**src/rtl/mem_port_arbiter_pkg.sv**
```systemverilog
// mem_arb_pkg: shared state encoding, port ids and counter limit for the memory port arbiter.
package mem_arb_pkg;
  typedef enum logic [1:0] {IDLE = 2'd0, ISSUE = 2'd1, RDWAIT = 2'd2} state_t;
  localparam logic PORT_AXI = 1'b0;
  localparam logic PORT_MIPS = 1'b1;
  localparam logic [31:0] CNT_SAT = 32'hFFFF_FFFF;
endpackage

```
**src/rtl/mem_port_arbiter_if.sv**
```systemverilog
// mem_port_arbiter_if: AXI-side, MIPS-side and memory-side signals of the shared memory port.
interface mem_port_arbiter_if #(
  parameter int ADDR_WIDTH = 13
) ();
  logic                  a_req;
  logic                  a_we;
  logic [ADDR_WIDTH-3:0] a_addr;
  logic [31:0]           a_wdata;
  logic                  a_gnt;
  logic                  a_rvalid;
  logic [31:0]           a_rdata;
  logic                  m_req;
  logic                  m_we;
  logic [ADDR_WIDTH-3:0] m_addr;
  logic [31:0]           m_wdata;
  logic                  m_gnt;
  logic                  m_rvalid;
  logic [31:0]           m_rdata;
  logic [ADDR_WIDTH-3:0] mem_addr;
  logic [31:0]           mem_wdata;
  logic                  mem_we;
  logic                  mem_re;
  logic [31:0]           mem_rdata;
  modport slave (
    input  a_req, a_we, a_addr, a_wdata, m_req, m_we, m_addr, m_wdata, mem_rdata,
    output a_gnt, a_rvalid, a_rdata, m_gnt, m_rvalid, m_rdata,
           mem_addr, mem_wdata, mem_we, mem_re
  );
  modport master (
    output a_req, a_we, a_addr, a_wdata, m_req, m_we, m_addr, m_wdata, mem_rdata,
    input  a_gnt, a_rvalid, a_rdata, m_gnt, m_rvalid, m_rdata,
           mem_addr, mem_wdata, mem_we, mem_re
  );
endinterface

```
**src/rtl/mem_port_arbiter_rr_arb2.sv**
```systemverilog
// rr_arb2: two-way round-robin picker; bit 0 is the AXI port, bit 1 the MIPS port.
module rr_arb2 (
  input  logic [1:0] req,
  input  logic       last,
  output logic       win,
  output logic       any
);
  assign any = |req;
  assign win = &req ? ~last : req[1];
endmodule

```
**src/rtl/mem_port_arbiter.sv**
```systemverilog
// mem_port_arbiter: serialises AXI and MIPS accesses onto one memory port with round-robin
// fairness, masks MIPS while mips_rst is high and counts contention cycles.
module mem_port_arbiter
  import mem_arb_pkg::*;
#(
  parameter int ADDR_WIDTH = 13
) (
  input  logic              S_AXI_ACLK,
  input  logic              S_AXI_ARESETN,
  input  logic              mips_rst,
  mem_port_arbiter_if.slave bus,
  output logic [31:0]       conflict_cnt
);
  localparam int AW = ADDR_WIDTH - 2;
  state_t state, next;
  logic a_eff, m_eff, win, any, go, last, id, we, a_rv, m_rv, sel_we;
  logic [AW-1:0] sel_addr;
  logic [31:0] sel_wdata, a_hold, m_hold;
  assign a_eff = bus.a_req;
  assign m_eff = bus.m_req & ~mips_rst;
  rr_arb2 u_rr (.req({m_eff, a_eff}), .last(last), .win(win), .any(any));
  assign sel_we    = win ? bus.m_we    : bus.a_we;
  assign sel_addr  = win ? bus.m_addr  : bus.a_addr;
  assign sel_wdata = win ? bus.m_wdata : bus.a_wdata;
  always_comb begin
    go   = 1'b0;
    next = state;
    go   = (state == IDLE) & any;
    next = state == IDLE ? (any ? ISSUE : IDLE) : (state == ISSUE && !we) ? RDWAIT : IDLE;
  end
  // Read data is only present on mem_rdata during RDWAIT, so it is passed through that cycle
  // and captured for holding afterwards.
  assign bus.a_rvalid = a_rv;
  assign bus.m_rvalid = m_rv;
  assign bus.a_rdata  = a_rv ? bus.mem_rdata : a_hold;
  assign bus.m_rdata  = m_rv ? bus.mem_rdata : m_hold;
  always_ff @(posedge S_AXI_ACLK or negedge S_AXI_ARESETN) begin
    if (!S_AXI_ARESETN) begin
      state         <= IDLE;
      last          <= PORT_MIPS;
      id            <= PORT_AXI;
      we            <= 1'b0;
      bus.a_gnt     <= 1'b0;
      bus.m_gnt     <= 1'b0;
      bus.mem_we    <= 1'b0;
      bus.mem_re    <= 1'b0;
      bus.mem_addr  <= '0;
      bus.mem_wdata <= '0;
      a_rv          <= 1'b0;
      m_rv          <= 1'b0;
      a_hold        <= '0;
      m_hold        <= '0;
      conflict_cnt  <= '0;
    end else begin
      state         <= next;
      if (go) begin
        last <= win;
        id   <= win;
        we   <= sel_we;
      end
      bus.a_gnt     <= go & (win == PORT_AXI);
      bus.m_gnt     <= go & (win == PORT_MIPS);
      bus.mem_we    <= go & sel_we;
      bus.mem_re    <= go & ~sel_we;
      bus.mem_addr  <= go ? sel_addr : '0;
      bus.mem_wdata <= go ? sel_wdata : '0;
      a_rv          <= (state == ISSUE) & ~we & (id == PORT_AXI);
      m_rv          <= (state == ISSUE) & ~we & (id == PORT_MIPS);
      if (a_rv) a_hold <= bus.mem_rdata;
      if (m_rv) m_hold <= bus.mem_rdata;
      if (a_eff && m_eff && conflict_cnt != CNT_SAT) conflict_cnt <= conflict_cnt + 32'd1;
    end
  end
endmodule
```
**src/flat_wrapper.sv**
```systemverilog
// flat-port wrapper written by rule: the top's interface ports become plain ports
module mem_port_arbiter_flat import mem_arb_pkg::*;
#(
  parameter int ADDR_WIDTH = 13
)
  (S_AXI_ACLK, S_AXI_ARESETN, mips_rst, conflict_cnt, bus_a_req, bus_a_we, bus_a_addr, bus_a_wdata, bus_m_req, bus_m_we, bus_m_addr, bus_m_wdata, bus_mem_rdata, bus_a_gnt, bus_a_rvalid, bus_a_rdata, bus_m_gnt, bus_m_rvalid, bus_m_rdata, bus_mem_addr, bus_mem_wdata, bus_mem_we, bus_mem_re);
  mem_port_arbiter_if #(.ADDR_WIDTH(ADDR_WIDTH)) bus_i ();
  input  logic S_AXI_ACLK;
  input  logic S_AXI_ARESETN;
  input  logic mips_rst;
  output logic [31:0] conflict_cnt;
  input wire logic [$bits(bus_i.a_req)-1:0] bus_a_req;
  input wire logic [$bits(bus_i.a_we)-1:0] bus_a_we;
  input wire logic [$bits(bus_i.a_addr)-1:0] bus_a_addr;
  input wire logic [$bits(bus_i.a_wdata)-1:0] bus_a_wdata;
  input wire logic [$bits(bus_i.m_req)-1:0] bus_m_req;
  input wire logic [$bits(bus_i.m_we)-1:0] bus_m_we;
  input wire logic [$bits(bus_i.m_addr)-1:0] bus_m_addr;
  input wire logic [$bits(bus_i.m_wdata)-1:0] bus_m_wdata;
  input wire logic [$bits(bus_i.mem_rdata)-1:0] bus_mem_rdata;
  output wire logic [$bits(bus_i.a_gnt)-1:0] bus_a_gnt;
  output wire logic [$bits(bus_i.a_rvalid)-1:0] bus_a_rvalid;
  output wire logic [$bits(bus_i.a_rdata)-1:0] bus_a_rdata;
  output wire logic [$bits(bus_i.m_gnt)-1:0] bus_m_gnt;
  output wire logic [$bits(bus_i.m_rvalid)-1:0] bus_m_rvalid;
  output wire logic [$bits(bus_i.m_rdata)-1:0] bus_m_rdata;
  output wire logic [$bits(bus_i.mem_addr)-1:0] bus_mem_addr;
  output wire logic [$bits(bus_i.mem_wdata)-1:0] bus_mem_wdata;
  output wire logic [$bits(bus_i.mem_we)-1:0] bus_mem_we;
  output wire logic [$bits(bus_i.mem_re)-1:0] bus_mem_re;
  assign bus_i.a_req = bus_a_req;
  assign bus_i.a_we = bus_a_we;
  assign bus_i.a_addr = bus_a_addr;
  assign bus_i.a_wdata = bus_a_wdata;
  assign bus_i.m_req = bus_m_req;
  assign bus_i.m_we = bus_m_we;
  assign bus_i.m_addr = bus_m_addr;
  assign bus_i.m_wdata = bus_m_wdata;
  assign bus_i.mem_rdata = bus_mem_rdata;
  assign bus_a_gnt = bus_i.a_gnt;
  assign bus_a_rvalid = bus_i.a_rvalid;
  assign bus_a_rdata = bus_i.a_rdata;
  assign bus_m_gnt = bus_i.m_gnt;
  assign bus_m_rvalid = bus_i.m_rvalid;
  assign bus_m_rdata = bus_i.m_rdata;
  assign bus_mem_addr = bus_i.mem_addr;
  assign bus_mem_wdata = bus_i.mem_wdata;
  assign bus_mem_we = bus_i.mem_we;
  assign bus_mem_re = bus_i.mem_re;
  mem_port_arbiter #(.ADDR_WIDTH(ADDR_WIDTH)) u_core (.S_AXI_ACLK(S_AXI_ACLK), .S_AXI_ARESETN(S_AXI_ARESETN), .mips_rst(mips_rst), .bus(bus_i), .conflict_cnt(conflict_cnt));
endmodule
```
**config.mk**
```make
export PLATFORM = sky130hd
export DESIGN_NAME = mem_port_arbiter_flat
export DESIGN_NICKNAME = d
export VERILOG_FILES = /design/src/rtl/mem_port_arbiter_pkg.sv /design/src/rtl/mem_port_arbiter_if.sv /design/src/rtl/mem_port_arbiter_rr_arb2.sv /design/src/rtl/mem_port_arbiter.sv /design/src/flat_wrapper.sv
export SDC_FILE = /design/constraint.sdc
export NUM_CORES = 1
export LEC_CHECK = 0
export ABC_AREA = 1
export CAP_MARGIN = 25
export CELL_PAD_IN_SITES_DETAIL_PLACEMENT = 1
export CELL_PAD_IN_SITES_GLOBAL_PLACEMENT = 2
export CORE_ASPECT_RATIO = 2
export CORE_MARGIN = 3
export CORE_UTILIZATION = 27
export DETAILED_ROUTE_END_ITERATION = 16
export GPL_TIMING_DRIVEN = 0
export HOLD_SLACK_MARGIN = 0.12
export PLACE_DENSITY_LB_ADDON = 0.05
export SYNTH_ARGS = -nofsm -noshare
export SYNTH_HDL_FRONTEND = slang
export SYNTH_HIERARCHICAL = 1
export SYNTH_SLANG_ARGS = --single-unit
```
**constraint.sdc**
```tcl
create_clock -name S_AXI_ACLK -period 4.8 [get_ports S_AXI_ACLK]
set_input_delay 0.48 -clock S_AXI_ACLK [delete_from_list [all_inputs] [get_ports S_AXI_ACLK]]
set_output_delay 0.48 -clock S_AXI_ACLK [all_outputs]
set_load 0.005 [all_outputs]
```
==> results by group, run 1 <==
Yosys
  • Syn nets: 716
  • Post-synthesis cell type count: 29
  • EDFF count, synth: 0
  • Synth Cell Area: 0.00639 mm2
  • Most used DFF post-synth: dfrtp_1
  • Sequential fraction of the synthesis area: 0.588
  • Mean Syn Cell Area: 10.8 um2
  • Synth warnings: 6
  • Seq cells post-synth: 150
  • Area leader, netlist: dfrtp_1
  • Mapped Cells: 590
  • Top-area cell type share of the netlist area: 0.584
  • Async SR Flop Fraction: 1.00
  • Synth area leaders: dfrtp_1 (58%), mux2_2 (11%), nand2_1 (8.3%)

GRT
  • Initial antenna violation count: 0
  • GRT Resource Usage Total: 0.172
  • Met2 GRT Util: 0.335
  • Met1 Use GR: 0.157
  • First-pass GRT wire length: 33.6 mm
  • Met3 usage: 0.0559
  • Congestion Overflow GR: 0
  • Number of global-route vias before repair: 6150
  • Largest net degree at the start of global routing: 78
  • GR peak layer: met2

Power
  • Clock power share: 0.281
  • Net Switching: 1310 uW
  • P_int: 3630 uW
  • PwrDens: 490 mW/mm2
  • Seq pwr share: 0.361
  • Peak VDD IR: 0.000332 V
  • Leak: 0.00427 uW
  • Switch share: 0.264
  • Logic pwr share: 0.358

Floorplanning
  • Initial Utilization: 0.275
  • Core footprint: 0.0232 mm2
  • Die ar.: 0.0256 mm2
  • Rows: 79
  • Die height: 223 um
  • Die width: 115 um
  • Ports: 270

Critical path
  • Critical Path Fanout Max: 10
  • Slowest cell on crit path: clkdlybuf4s50_1
  • Setup CP Type: register to output port
  • Reg2Reg Launch Point: u_core/conflict_cnt[2]
  • Crit path max-delay family: buffers and inverters
  • Critical path arrival: 2.26 ns
  • Critical path capture point type: output port
  • WP buf/inv: 3
  • Crit path largest cell delay: 0.50 ns
  • Reg2Reg Depth: 7
  • Crit path cell chain: clkbuf_1 > buf_2 > mux2_2 > clkdlybuf4s50_1
  • Reg2Reg Capture Point: u_core/conflict_cnt[21]
  • Worst reg2reg setup slack: 2.84 ns
  • CP required: 4.32 ns
  • Worst setup SP type: register

Clock network
  • Post-CTS setup buffer count: 0
  • CTS tree: yes
  • Worst skew pair latency: 0.44 ns
  • CTS Sinks: 150
  • CTS HTree Levels: 4
  • Clock-pin slew on the worst setup and hold paths: 0.06 ns
  • CTS Root Cell: clkbuf_16
  • Cts repair resizes: 0
  • CTS buffer count: 17
  • Maximum buffer depth of the clock tree: 2

Min path
  • Min-delay src: u_core/id
  • Hold endpoint: u_core/bus.a_rvalid
  • Worst hold path cell count: 1
  • Worst min path class: register to register

Route
  • DRC: 0
  • Final Routed Wirelength: 21.5 mm
  • Via/cell ratio: 4.63
  • Iteration-0 DRC Markers: 149
  • Routed WL per cell: 18.3 um
  • TritonRoute pass-1 iters: 4
  • DR vias: 5444
  • Post-route ant nets: 0

Layout
  • Fraction of layout cells with a size suffix above 1: 0.143
  • Final net count: 1006
  • Diodes inserted: 0
  • Fill cells: 2604
  • Final Cell Area: 0.0101 mm2
  • Area delta synth->final: 57.9%

STA
  • Fin crit share: 0.570
  • RSZ-0062 raised after global routing: false
  • Slew HR: 0.514
  • Worst Clk Skew: 0.00576 ns
  • Final setup fails: 0
  • Fmax: 0.365 GHz
  • Worst slew pin tran: 0.729 ns
  • Max Slew Vio Count: 0
  • Sum of negative setup slack: 0 ns
  • Min cycle time layout: 2.74 ns
  • Worst setup margin: 2.06 ns
  • Final hold vios: 0

Place
  • Placed Area: 0.00946 mm2
  • Port Buf Inserts: 269
  • Routability Congestion: 0.800
  • Worst slack, placed: 2.24 ns
  • HPWL after DPL: 17.1 mm

Outcome
  • Status: completed

Flow run
  • # Max-Cap Violations: 0
==> cell families after synthesis <==
family | after synthesis | synth area share
simple gates | 260 | 0.181
compound gates | 50 | 0.0645
mux | 64 | 0.113
fa+ha+maj | 1 | 0.00196
flops | 150 | 0.588
buf+inv | 57 | 0.0409
xor+xnor | 8 | 0.0110
==> cells in the mapped netlist, types with 3 or more instances <==
cell type	instances
dfrtp_1	149
nand2_1	142
mux2_2	64
nor2_1	56
a22o_1	43
inv_1	35
nand3_1	26
buf_2	14
nand3b_1	11
nand4_1	10
o21ai_0	5
xnor2_1	5
nor2_4	4
nor2_2	3
xor2_1	3
==> final cells by class <==
class	instances	area (um2)	share of cell area
multi-input combinational	383	2370	0.235
timing repair buffer	271	2730	0.271
clock inverter	11	149	0.0148
buffer	20	123	0.0122
clock buffer	21	460	0.0457
sequential	150	3750	0.372
inverter	37	139	0.0138
tap	283	354	0.0351
==> per-layer routing <==
metal,part of all wire,vias up,wire [um]
li1,-,2545,-
met1,0.32,2673,6850
met2,0.58,204,12500
met3,0.077,22,1670
met4,0.022,0,478
met5,0,-,0
==> layout by cell type, fill, tap and decap left out, types with 5 or more instances in the layout <==
| cell type | instances |
|---|---|
| nand3b_1 | 11 |
| a22o_1 | 43 |
| dfrtp_1 | 149 |
| clkdlybuf4s50_1 | 268 |
| nand3_1 | 26 |
| inv_1 | 35 |
| nor2_1 | 56 |
| clkbuf_16 | 17 |
| mux2_2 | 64 |
| o21ai_0 | 5 |
| buf_2 | 14 |
| nand2_1 | 142 |
| nand4_1 | 10 |
| xnor2_1 | 5 |
==> power by group through the flow <==
stage,registers [uW],logic (uW),clock network [uW]
global placement,1790,1760,0
CTS,1790,1820,1440
global route,1820,1920,1490
finish,1780,1770,1390
detailed placement,1810,1810,0
floorplan,1780,643,0
==> how the worst max path moves through the flow <==
stage / from / endpoint / slack (ns) / depth (start not counted)
after global routing: u_core/bus.m_rvalid / bus_m_rdata[11] / 1.89 / 4
after CTS: u_core/bus.m_rvalid / bus_m_rdata[11] / 1.98 / 4
final: u_core/bus.m_rvalid / bus_m_rdata[11] / 2.06 / 4
after detailed placement: bus_m_req / u_core/bus.mem_wdata[21] / 2.24 / 8
after floorplan: mips_rst / u_core/bus.mem_addr[2] / 3.09 / 10
after global placement: S_AXI_ARESETN / u_core/bus.mem_addr[2] / -2.97 / 1
==> sequential cells by signal, summed over array words and instances, names as in the netlist, 2 cells and up <==
signal / flops
u_core/bus.mem_addr: 11
u_core/bus.mem_wdata: 32
u_core/conflict_cnt: 32
u_core/a_hold: 32
u_core/state: 2
u_core/m_hold: 32
==> stage by stage <==
stage	cells	util	total power (uW)	hold slack, ns
after global routing	1176	0.434	5230	0.454
after global placement	1142	0.406	3550	0.414
final	1176	0.434	4940	0.424
after CTS	1176	0.434	5040	0.428
after detailed placement	1143	0.407	3620	0.424
after floorplan	590	-	2420	0.184
==> timing repair <==
item | 4_1_cts | 5_1_grt
hold endpoints to repair | 54 | 0
hold buffers | 1 | 0
endpoints found under the setup margin | 0 | 0
No activity file was read; power rests on OpenSTA's default activity.
==> inputs of run 2 (changes only) <==
Settings changed: CORE_UTILIZATION 27 to 23.
Clock period 4.8 ns to 2.2 ns, I/O delays scaled along.
==> run 2 against run 1 <==
  * Clock skew is 0.00053 ns higher
  * Clock-buffer cell count down 3
  * Critical path depth fell by 1
  * Sequential power increased by 120%
  * Sequential share of layout area down 0.79 points
  * Die area is 17% higher
  * Global-route usage down 1.8 points
  * Via count decreased by 1.1%
  * Cell count is 5.9% higher
  * Non-clock buffer count rose by 4
  * Setup slack worse by 2.0 ns
  * Critical path type unchanged
  * Largest cell class unchanged
  * Largest power group unchanged
==> results by group, run 2 (synthesis results as in run 1) <==
Outcome
  • Status: completed

STA
  • Hold_ws: 0.323 ns
  • Fmax: 0.467 GHz
  • Max Slew Vio Count: 0
  • Min cycle time layout: 2.14 ns
  • Slew HR: 0.581
  • Worst slew pin tran: 0.627 ns
  • Final setup fails: 0
  • Worst setup margin: 0.0586 ns
  • Worst Clk Skew: 0.00629 ns
  • RSZ-0062 raised after global routing: true
  • Fin crit share: 0.973
  • Final hold vios: 0

Floorplanning
  • Initial Utilization: 0.235
  • Die ar.: 0.0299 mm2
  • Die width: 124 um
  • Die height: 242 um
  • Core footprint: 0.0271 mm2
  • Rows: 85
  • Ports: 270

GRT
  • GRT Resource Usage Total: 0.154
  • First-pass GRT wire length: 34.2 mm
  • Initial antenna violation count: 0
  • Largest net degree at the start of global routing: 94
  • Congestion Overflow GR: 0
  • Number of global-route vias before repair: 6011

Power
  • Peak VDD IR: 0.000555 V
  • Leak: 0.00451 uW
  • PwrDens: 1050 mW/mm2

Flow run
  • # Max-Cap Violations: 0

Layout
  • Area delta synth->final: 61.4%
  • Final Cell Area: 0.0103 mm2
  • Most frequent cells in the layout: clkdlybuf4s50_1 (246), dfrtp_1 (147), nand2_1 (142)
  • Fraction of layout cells with a size suffix above 1: 0.154
  • Fill cells: 3025
  • Area of the multi-input gates: 0.00237 mm2
  • Commonest non-fill, non-tap cell in the layout: clkdlybuf4s50_1
  • Reg area: 0.00376 mm2
  • Final net count: 1010
  • Diodes inserted: 0

Critical path
  • Critical path arrival: 1.92 ns
  • Setup CP Type: register to output port
  • Worst reg2reg setup slack: 0.23 ns
  • CP required: 1.98 ns
  • Critical Path Fanout Max: 10
  • Critical path capture point type: output port
  • Worst setup SP type: register

Route
  • Routed WL per cell: 18.2 um
  • Via/cell ratio: 4.33
  • Max Used Layer: met4
  • WL met1: 7.25 mm
  • DRC: 0
  • Met2 routed WL: 13.2 mm
  • Final Routed Wirelength: 22.7 mm
  • TritonRoute pass-1 iters: 4
  • Metal3 WL: 1.70 mm
  • DR vias: 5386
  • Post-route ant nets: 0
  • Iteration-0 DRC Markers: 118

Place
  • Placed Area: 0.00954 mm2
  • HPWL after DPL: 18.0 mm
  • Worst slack, placed: -0.0745 ns
  • Port Buf Inserts: 269
  • Routability Congestion: 0.784

Clock network
  • Maximum buffer depth of the clock tree: 2
  • CTS Sinks: 150
  • CTS HTree Levels: 4
  • CTS tree: yes
  • CTS buffer count: 17
  • Worst skew pair latency: 0.44 ns
  • Clock-pin slew on the worst setup and hold paths: 0.06 ns
  • CTS Root Cell: clkbuf_16

Min path
  • Worst min path class: input pin to async pin
run 2: changes by cell type in the layout (fill, tap and decap cells not counted), sizes merged:
cell | before | now
clkinvlp | 3 | 2
clkdlybuf4s50 | 268 | 246
dlymetal6s2s | 0 | 14
clkinv | 4 | 5
inv | 38 | 40
bufinv | 3 | 4
dlygate4sd2 | 0 | 8
buf | 20 | 26
clkbuf | 23 | 18
run 2: final cells by class:
cell class,count,share of cell area
flip-flops and latches,150,0.365
repair buffers,277,0.272
multi-input cells,383,0.230
clock buffers,18,0.0426
well taps,348,0.0423
clock inverters,14,0.0193
plain buffers,18,0.0159
inverters,37,0.0135
run 2: worst max-delay path, cell delays in order, from the launching register on:
cell,delay [ns]
dfrtp_2,0.46
buf_6,0.19
mux2_2,0.36
clkdlybuf4s50_1,0.47
run 2: per-layer routing:
metal,up-vias,global-route usage
li1,2551,-
met5,-,0
met2,179,0.301
met1,2629,0.138
met3,27,0.0528
met4,0,0.0564
run 2: final timing paths:
| check | from | to | cells past startpoint |
|---|---|---|---|
| min in group S_AXI_ACLK | bus_m_wdata[30] | u_core/bus.mem_wdata[30] | 2 |
| worst min register to register | u_core/id | u_core/bus.a_rvalid | 1 |
| worst min-delay path | S_AXI_ARESETN | u_core/m_hold[7] | 2 |
| worst max register to register | u_core/conflict_cnt[2] | u_core/conflict_cnt[21] | 7 |
| worst max-delay path | u_core/bus.a_rvalid | bus_a_rdata[7] | 3 |
| max in group asynchronous | S_AXI_ARESETN | u_core/conflict_cnt[31] | 3 |
run 2: per-stage QoR:
stage          TNS, ns  total power, uW  utilization  instances
2_1_floorplan        0             5280            -        590
3_3_place_gp   -807.32             7790        0.351       1207
3_5_place_dp     -1.73             7890        0.352       1208
4_1_cts        -0.0208            11200        0.378       1241
5_1_grt         -0.143            11500        0.380       1245
6_report             0            10900        0.380       1245
run 2: report_power, final:
group	switching, uW	total [uW]	internal [uW]
logic	1370	3780	2410
registers	286	3900	3610
clock network	1230	3180	1940
total	2890	10900	7970
run 2: timing repair:
action                     CTS  global route
setup buffers                2             4
hold endpoints to repair    57             0
setup endpoints to repair   62            35
resized for setup           25            14
hold buffers                 1             0
==> inputs of run 3 (changes only) <==
Settings changed: GPL_TIMING_DRIVEN 0 to default.
==> run 3 against run 2 <==
  * Cell count is essentially flat
  * Combinational power grew 3%
  * Largest cell class unchanged
  * Sequential share of layout area is essentially flat
  * Die area is the same
  * Critical path depth is the same
  * Power shrank 0.19%
  * Global-route usage grew 0.67 points
  * Hold slack lost 0.0046 ns
  * Sequential power is essentially flat
  * Critical endpoint is now bus_a_rdata[8]
  * Clock-buffer cell count grew 2
  * Largest power group is now combinational logic
==> results by group, run 3 (synthesis results as in run 1) <==
Clock network
  • Maximum buffer depth of the clock tree: 2
  • CTS buffer count: 17
  • Worst skew pair latency: 0.44 ns
  • Clock-pin slew on the worst setup and hold paths: 0.06 ns
  • CTS HTree Levels: 4
  • CTS Sinks: 150
  • CTS tree: yes
  • CTS Root Cell: clkbuf_16
  • Post-CTS setup buffer count: 0

Route
  • DRC: 0
  • Routed WL per cell: 19.1 um
  • Via/cell ratio: 4.38
  • Post-route ant nets: 0
  • TritonRoute pass-1 iters: 4
  • DR vias: 5453
  • Iteration-0 DRC Markers: 167
  • Final Routed Wirelength: 23.8 mm

Layout
  • Most frequent cells in the layout: clkdlybuf4s50_1 (262), dfrtp_1 (147), nand2_1 (142)
  • Area delta synth->final: 61.5%
  • Fin cells: 1246
  • Fraction of layout cells with a size suffix above 1: 0.153
  • Fill cells: 3060
  • Commonest non-fill, non-tap cell in the layout: clkdlybuf4s50_1
  • Final net count: 1009

GRT
  • GRT Resource Usage Total: 0.161
  • Largest net degree at the start of global routing: 53
  • First-pass GRT wire length: 35.8 mm
  • Initial antenna violation count: 2
  • Congestion Overflow GR: 0
  • Number of global-route vias before repair: 6261

Critical path
  • Reg2Reg Launch Point: u_core/conflict_cnt[17]
  • Reg2Reg Capture Point: u_core/conflict_cnt[14]
  • Worst reg2reg setup slack: 0.41 ns
  • Critical Path Fanout Max: 16
  • Critical path capture point type: output port
  • Critical Path End: bus_a_rdata[8]
  • Reg2Reg Depth: 8
  • Setup crit start: u_core/bus.a_rvalid
  • Setup CP Type: register to output port
  • CP required: 1.98 ns
  • Critical path arrival: 1.90 ns
  • Worst setup SP type: register

STA
  • Worst Clk Skew: 0.00613 ns
  • Max Slew Vio Count: 0
  • Worst slew pin tran: 0.563 ns
  • Fin crit share: 0.964
  • Final hold vios: 0
  • Worst setup margin: 0.0793 ns
  • Fmax: 0.472 GHz
  • Final setup fails: 0
  • Min cycle time layout: 2.12 ns
  • Slew HR: 0.625

Place
  • Placed instance count: 1209
  • Worst slack, placed: 0.0123 ns
  • HPWL after DPL: 18.2 mm
  • Port Buf Inserts: 269
  • Routability Congestion: 0.795

Floorplanning
  • Rows: 85
  • Die height: 242 um
  • Ports: 270
  • Die width: 124 um
  • Core footprint: 0.0271 mm2
  • Initial Utilization: 0.235
  • Die ar.: 0.0299 mm2

Power
  • PwrDens: 1050 mW/mm2
  • Peak VDD IR: 0.000531 V
  • Pwr Total: 10800 uW
  • Leak: 0.00437 uW

Flow run
  • # Max-Cap Violations: 0

Min path
  • Worst min path class: input pin to async pin

Outcome
  • Status: completed
==> run 3: cell types whose count changed in the layout (fill, tap and decap cells not counted), sizes merged <==
cell,delta
buf,-3
bufinv,-1
clkbuf,+4
clkdlybuf4s50,+16
clkinv,+1
clkinvlp,-1
diode,+2
dlygate4sd2,-6
dlymetal6s2s,-10
inv,-1
==> run 3: worst min path at each step <==
stage,startpoint,to,slack (ns)
global placement,S_AXI_ARESETN,u_core/bus.mem_re,0.23
CTS,S_AXI_ARESETN,u_core/bus.mem_re,0.33
detailed placement,S_AXI_ARESETN,u_core/bus.mem_re,0.25
finish,S_AXI_ARESETN,u_core/a_hold[2],0.32
global route,S_AXI_ARESETN,u_core/a_hold[2],0.36
floorplan,S_AXI_ARESETN,u_core/a_hold[0],-0.08
==> run 3: worst max-delay path, cell delays in order (launching register included) <==
cell             delay (ns)
dfrtp_2                0.42
clkbuf_16              0.21
mux2_2                 0.36
clkdlybuf4s50_1        0.46
==> run 3: area by class of cell <==
| cell class | instances | area (um2) | area share |
|---|---|---|---|
| Antenna cell | 2 | 5.00 | 0.000485 |
| Clock buffer | 20 | 457 | 0.0443 |
| Clock inverter | 12 | 149 | 0.0144 |
| Inverter | 37 | 139 | 0.0135 |
| Multi-Input combinational cell | 383 | 2370 | 0.230 |
| Sequential cell | 150 | 3760 | 0.364 |
| Tap cell | 348 | 435 | 0.0422 |
| Timing Repair Buffer | 294 | 3000 | 0.291 |
==> run 3: timing repair <==
item	in CTS	in global routing
hold buffers	1	0
gates resized for setup	2	6
endpoints found under the hold margin	48	0
setup endpoints to repair	2	16
cloned	0	2
==> run 3: per-layer routing <==
layer	global-route usage	routed length [um]
met4	0.0581	367
met2	0.315	14100
met1	0.150	7830
met3	0.0451	1420
met5	0	0
==> run 3: stage by stage <==
| step | util | TNS [ns] | hold slack, ns | instance area [um2] |
|---|---|---|---|---|
| floorplan | - | 0 | -0.0756 | 6390 |
| global placement | 0.355 | 0 | 0.231 | 9640 |
| detailed placement | 0.355 | 0 | 0.246 | 9640 |
| CTS | 0.378 | 0 | 0.325 | 10200 |
| global route | 0.380 | -0.0203 | 0.356 | 10300 |
| finish | 0.380 | 0 | 0.319 | 10300 |
==> run 3: power by group <==
part / internal (uW) / total (uW) / switching (uW)
Combinational: 2500 / 3910 / 1410
Sequential: 3610 / 3880 / 269
Clock: 1840 / 3040 / 1200
Total: 7960 / 10800 / 2870
